`src/rtl/pio_poll_pkg.sv`:
```
// Shared types and helpers for the done-PIO poller: FSM state encoding,
// PIO geometry constants and the masked compare used on every captured read.
package pio_poll_pkg;

    localparam int         PIO_DATA_W       = 7;
    localparam logic [1:0] PIO_ADDR_DEFAULT = 2'd0;

    typedef enum logic [1:0] {
        IDLE    = 2'd0,
        ISSUE   = 2'd1,
        CAPTURE = 2'd2,
        GAP     = 2'd3
    } poll_state_t;

    // Callers zero-extend into 32 bits so the helper works for any DATA_W up to 31.
    function automatic logic masked_eq(
        input logic [31:0] data,
        input logic [31:0] match,
        input logic [31:0] mask
    );
        return ((data & mask) == (match & mask));
    endfunction

endpackage

```
`src/rtl/poll_gap_timer.sv`:
```
// Loadable down-counter that times the idle gap between two PIO reads.
// o_expire is high on the cycle the count reads 1, i.e. the last idle cycle.
module poll_gap_timer #(
    parameter int GAP_W = 8
) (
    input  logic             clk,
    input  logic             reset,
    input  logic             i_load,
    input  logic [GAP_W-1:0] i_load_val,
    input  logic             i_count_en,
    output logic             o_expire
);

    logic [GAP_W-1:0] r_count;

    always_ff @(posedge clk) begin
        if (reset) begin
            r_count <= '0;
        end else if (i_load) begin
            r_count <= i_load_val;
        end else if (i_count_en && (r_count != '0)) begin
            r_count <= r_count - GAP_W'(1);
        end
    end

    assign o_expire = (r_count == GAP_W'(1));

endmodule

```
`src/rtl/pio_done_poller.sv`:
```
// Avalon-MM read initiator that polls a done PIO until (data & mask) == (match & mask).
// Defining POLL_TIMEOUT_EN builds a poll counter that pulses timeout after MAX_POLLS reads.
module pio_done_poller
    import pio_poll_pkg::*;
#(
    parameter int         DATA_W    = PIO_DATA_W,
    parameter logic [1:0] PIO_ADDR  = PIO_ADDR_DEFAULT,
    parameter int         GAP_W     = 8,
    parameter int         POLL_GAP  = 4,
    parameter int         MAX_POLLS = 1024
) (
    input  logic              clk,
    input  logic              reset,
    input  logic              start,
    input  logic              abort,
    input  logic [DATA_W-1:0] mask,
    input  logic [DATA_W-1:0] match,
    output logic              busy,
    output logic              done,
    output logic [DATA_W-1:0] status,
    output logic              timeout,
    output logic [1:0]        avm_address,
    output logic              avm_read,
    input  logic [31:0]       avm_readdata,
    output poll_state_t       dbg_state
);

    poll_state_t       r_state;
    poll_state_t       w_state_next;
    logic [DATA_W-1:0] r_mask;
    logic [DATA_W-1:0] r_match;
    logic [DATA_W-1:0] r_status;
    logic              r_done;
    logic              r_timeout;
    logic              w_hit;
    logic              w_capture_ok;
    logic              w_poll_last;
    logic              w_gap_load;
    logic              w_gap_count_en;
    logic              w_gap_expire;
    logic              w_unused_hi;

    // The slave's readdata is registered, so in CAPTURE it holds the ISSUE read.
    assign w_hit        = masked_eq(32'(avm_readdata[DATA_W-1:0]), 32'(r_match), 32'(r_mask));
    assign w_capture_ok = (r_state == CAPTURE) && !abort;
    assign w_unused_hi  = ^avm_readdata[31:DATA_W];

`ifdef POLL_TIMEOUT_EN
    localparam int CNT_W = $clog2(MAX_POLLS + 1);

    logic [CNT_W-1:0] r_poll_cnt;

    always_ff @(posedge clk) begin
        if (reset) begin
            r_poll_cnt <= '0;
        end else if ((r_state == IDLE) && start) begin
            r_poll_cnt <= '0;
        end else if (w_capture_ok && !w_hit) begin
            r_poll_cnt <= r_poll_cnt + CNT_W'(1);
        end
    end

    // A mismatch now would bring the count to MAX_POLLS.
    assign w_poll_last = (r_poll_cnt == CNT_W'(MAX_POLLS - 1));
`else
    logic w_unused_cfg;

    assign w_poll_last  = 1'b0;
    assign w_unused_cfg = (MAX_POLLS > 0);
`endif

    poll_gap_timer #(
        .GAP_W (GAP_W)
    ) u_gap_timer (
        .clk        (clk),
        .reset      (reset),
        .i_load     (w_gap_load),
        .i_load_val (GAP_W'(POLL_GAP)),
        .i_count_en (w_gap_count_en),
        .o_expire   (w_gap_expire)
    );

    always_ff @(posedge clk) begin
        if (reset) begin
            r_state <= IDLE;
        end else begin
            r_state <= w_state_next;
        end
    end

    always_comb begin
        w_state_next   = r_state;
        w_gap_load     = 1'b0;
        w_gap_count_en = 1'b0;
        case (r_state)
            IDLE: begin
                if (start) begin
                    w_state_next = ISSUE;
                end
            end
            ISSUE: begin
                w_state_next = abort ? IDLE : CAPTURE;
            end
            CAPTURE: begin
                if (abort || w_hit || w_poll_last) begin
                    w_state_next = IDLE;
                end else if (POLL_GAP == 0) begin
                    w_state_next = ISSUE;
                end else begin
                    w_gap_load   = 1'b1;
                    w_state_next = GAP;
                end
            end
            GAP: begin
                if (abort) begin
                    w_state_next = IDLE;
                end else begin
                    w_gap_count_en = 1'b1;
                    if (w_gap_expire) begin
                        w_state_next = ISSUE;
                    end
                end
            end
            default: w_state_next = IDLE;
        endcase
    end

    // Abort in CAPTURE suppresses both the result pulse and the status update.
    always_ff @(posedge clk) begin
        if (reset) begin
            r_mask    <= '0;
            r_match   <= '0;
            r_status  <= '0;
            r_done    <= 1'b0;
            r_timeout <= 1'b0;
        end else begin
            r_done    <= w_capture_ok && w_hit;
            r_timeout <= w_capture_ok && !w_hit && w_poll_last;
            if ((r_state == IDLE) && start) begin
                r_mask  <= mask;
                r_match <= match;
            end
            if (w_capture_ok) begin
                r_status <= avm_readdata[DATA_W-1:0];
            end
        end
    end

    assign busy        = (r_state != IDLE);
    assign avm_read    = (r_state == ISSUE);
    assign avm_address = PIO_ADDR;
    assign done        = r_done;
    assign timeout     = r_timeout;
    assign status      = r_status;
    assign dbg_state   = r_state;

endmodule

```
`config.mk`:
```
export PLATFORM = sky130hd
export DESIGN_NAME = pio_done_poller
export DESIGN_NICKNAME = d
export VERILOG_FILES = /design/src/rtl/pio_poll_pkg.sv /design/src/rtl/poll_gap_timer.sv /design/src/rtl/pio_done_poller.sv
export SDC_FILE = /design/constraint.sdc
export NUM_CORES = 1
export LEC_CHECK = 0
export CORE_ASPECT_RATIO = 0.5
export CORE_UTILIZATION = 35
export DETAILED_ROUTE_END_ITERATION = 12
export DONT_BUFFER_PORTS = 1
export PLACE_DENSITY = 0.52
export SYNTH_ARGS = -nofsm -noshare
export SYNTH_HDL_FRONTEND = slang
export SYNTH_HIERARCHICAL = 1
export SYNTH_SLANG_ARGS = --single-unit
```
`constraint.sdc`:
```
create_clock -name clk -period 2.9 [get_ports clk]
set_input_delay 0.29 -clock clk [delete_from_list [all_inputs] [get_ports clk]]
set_output_delay 0.29 -clock clk [all_outputs]
set_load 0.01 [all_outputs]
```
==> qor.yml <==
global_routing:
  grt_pass1_wl_mm: 5.18
  antenna_found_initial: 0
  grt_pass1_vias: 1110
  grt_max_degree: 34
  overflow: 0
  grtUsageTotal: 0.147
setup_path:
  worst-path-max-fanout: 6
  setup.worst_path.start_class: "flip-flop"
  crit_chain: "nand2b_1 > nor2_1 > or3b_2 > a21oi_1 > a211oi_1 > a2111oi_0"
  end_kind: "flip-flop"
  cp.buffers_inverters: 0
  crit_type: "flip-flop to flip-flop"
  cp_top_family: "simple AND/OR/NAND/NOR gates"
  crit_required_ps: 3060
  critPathArrivalTime_ps: 2260
  max_stage_delay_ps: 540
  ff2ff_setup_slack_ps: 800
  cp_slowest_cell: "or3b_2"
placed_design:
  place.port_buffers: 0
  place.gp.congestion: 0.786
  hpwl_mm: 2.11
  place_area_um2: 1570
synth:
  ys_seq_area_frac: 0.421
  yosys_warnings: 6
  syn_avg_cell_area_um2: 8.55
  synthCells: 178
  netlist-cell-type-count: 39
  synth_top_family_by_area: "simple AND/OR/NAND/NOR gates"
  synth_seq_cells: 32
  ys.flop_type: "dfxtp_1"
  synthSimpleGateAreaFrac: 0.196
  synth_compound_area_frac: 0.180
  async_flop_share: 0
  synth_top_area_frac: 0.421
  synth-xor-area-share: 0.0633
  synthAdderAreaFrac: 0.0247
  synth_area_leader_cell: "dfxtp_1"
  netlist_area_um2: 1520
  synth_edf_count: 0
  synth_area_leaders: "dfxtp_1, nand2_1, a21oi_1"
  synthMuxAreaShare: 0.0460
power:
  max-vdd-ir-drop_uv: 190
  power.density_nw_per_um2: 577
  leakage_nw: 0.652
flow_run:
  maxCapViolCount: 0
detailed_routing:
  num_vias: 1147
  first_pass_iters: 4
  drt_iter0_markers: 34
  via_per_inst: 4.80
  postRouteAntennaNets: 0
  drcViolationCount: 0
  routed_wirelength_mm: 3.04
  wl_per_cell_um: 12.7
timing:
  fin_crit_sh: 0.723
  tightest_slew_ps: 724
  rsz0062_at_grt: "false"
  finClkSkew_ps: 6.88
  relSlewSlack: 0.517
  min_period_ps: 2100
  slew_viol_final: 0
  fmax_mhz: 477
  finalSetupTns_ps: 0
  final-setup-viol-count: 0
  final_hold_viol_count: 0
floorplan:
  rows: 16
  num_io_pins: 65
  die_h_um: 48.6
  fp.dieW_um: 95.3
  initial_core_util: 0.378
  die-area_um2: 4630
  core_um2: 4020
clocking:
  cts_setup_buffers: 0
  cts_root_buffer: "clkbuf_8"
  clk_path_buf_depth: 2
  cts_sinks: 32
  htreeDepth: 2
  cts_made_buffers: 5
  ctsResizeCount: 0
  clkTransAtPathRegs_ps: 60
  ctsHoldBuffers: 0
  insertion_delay_ps: 280
  cts_tree: "done"
hold_path:
  hp-class: "primary input to flip-flop"
status:
  status: "complete, no violations"
cells_and_area:
  fin_area_um2: 1680
  final_common_cell: "nand2_1"
  nets: 237
  antennaDiodeCount: 0
  fillers: 423
  areaGrowthSynthToFinish_pct: 10.0
  drive_gt1_frac: 0.0811
  final_cell_mix: "nand2_1, dfxtp_1, a21oi_1, nor2_1, conb_1"
## power by group
part           leakage (nW)  total (W)  internal [W]  switching, W
clock                0.0552   0.000418      0.000255      0.000163
combinational         0.336  0.0000764     0.0000306     0.0000458
sequential            0.260   0.000472      0.000458     0.0000139
total                 0.652   0.000966      0.000743      0.000223
## flip-flops by register name, indices dropped and copies added, names as in the netlist
| register | cells |
|---|---|
| u_gap_timer/r_count | 8 |
| r_mask | 7 |
| r_match | 7 |
| status | 7 |
| dbg_state | 2 |
| done | 1 |
## area by class of cell
cell class	count	area [um2]	share of cell area
multi-input combinational	135	818	0.488
sequential	32	641	0.382
clock buffer	6	72.6	0.0433
tap	54	67.6	0.0403
clock inverter	2	35.0	0.0209
inverter	9	33.8	0.0202
timing repair buffer	1	7.51	0.00448
## logic make-up (layout without fill, tap and decap cells)
logic type      Yosys count  after routing
fa+ha+maj                 3              3
mux                       7              7
flops                    32             32
buf+inv                  20             18
simple gates             65             65
compound gates           38             38
other cells               2             11
xor+xnor                 11             11
## worst reg2reg max path, delay by kind of cell (launching register included)
kind	cells	cell delay (ps)
AO/OA/AOI/OAI	3	620
flip-flops	1	470
AND/OR/NAND/NOR	3	890
## metal layers
layer / vias up / track usage / part of all wire
met5: - / 0 / 0
met4: 0 / 0.0606 / 0.0049
met3: 2 / 0.0487 / 0.042
met2: 23 / 0.217 / 0.44
met1: 518 / 0.196 / 0.51
li1: 604 / - / -
## per-stage QoR
step                total power [W]  worst slack (ps)   util  hold slack [ps]  cells
finish                     0.000966               804  0.416             67.9    239
detailed placement         0.000559               834  0.390              358    231
CTS                        0.000981               785  0.416             58.4    239
global placement           0.000558               854  0.390              357    231
floorplan                  0.000554              1040      -              426    187
global route                0.00101               661  0.416             54.4    239
## worst paths after layout
check / endpoint / depth (start not counted) / start
max: u_gap_timer/r_count[5] / 6 / dbg_state[1]
min: u_gap_timer/r_count[7] / 1 / reset
max reg2reg: u_gap_timer/r_count[5] / 6 / dbg_state[1]
min reg2reg: r_mask[4] / 2 / r_mask[4]
## cell usage after synthesis (2+ instances only)
cell	n
nor4_1	2
mux2i_1	7
o31ai_1	2
a21oi_1	18
ha_1	3
xor2_1	7
clkbuf_1	3
xnor2_1	4
buf_2	3
a211oi_1	6
buf_4	4
conb_1	2
nor2_1	16
dfxtp_1	32
inv_1	9
nand2_1	35
nand2b_1	2
a22oi_1	2
No activity file was read; power rests on OpenSTA's default activity.
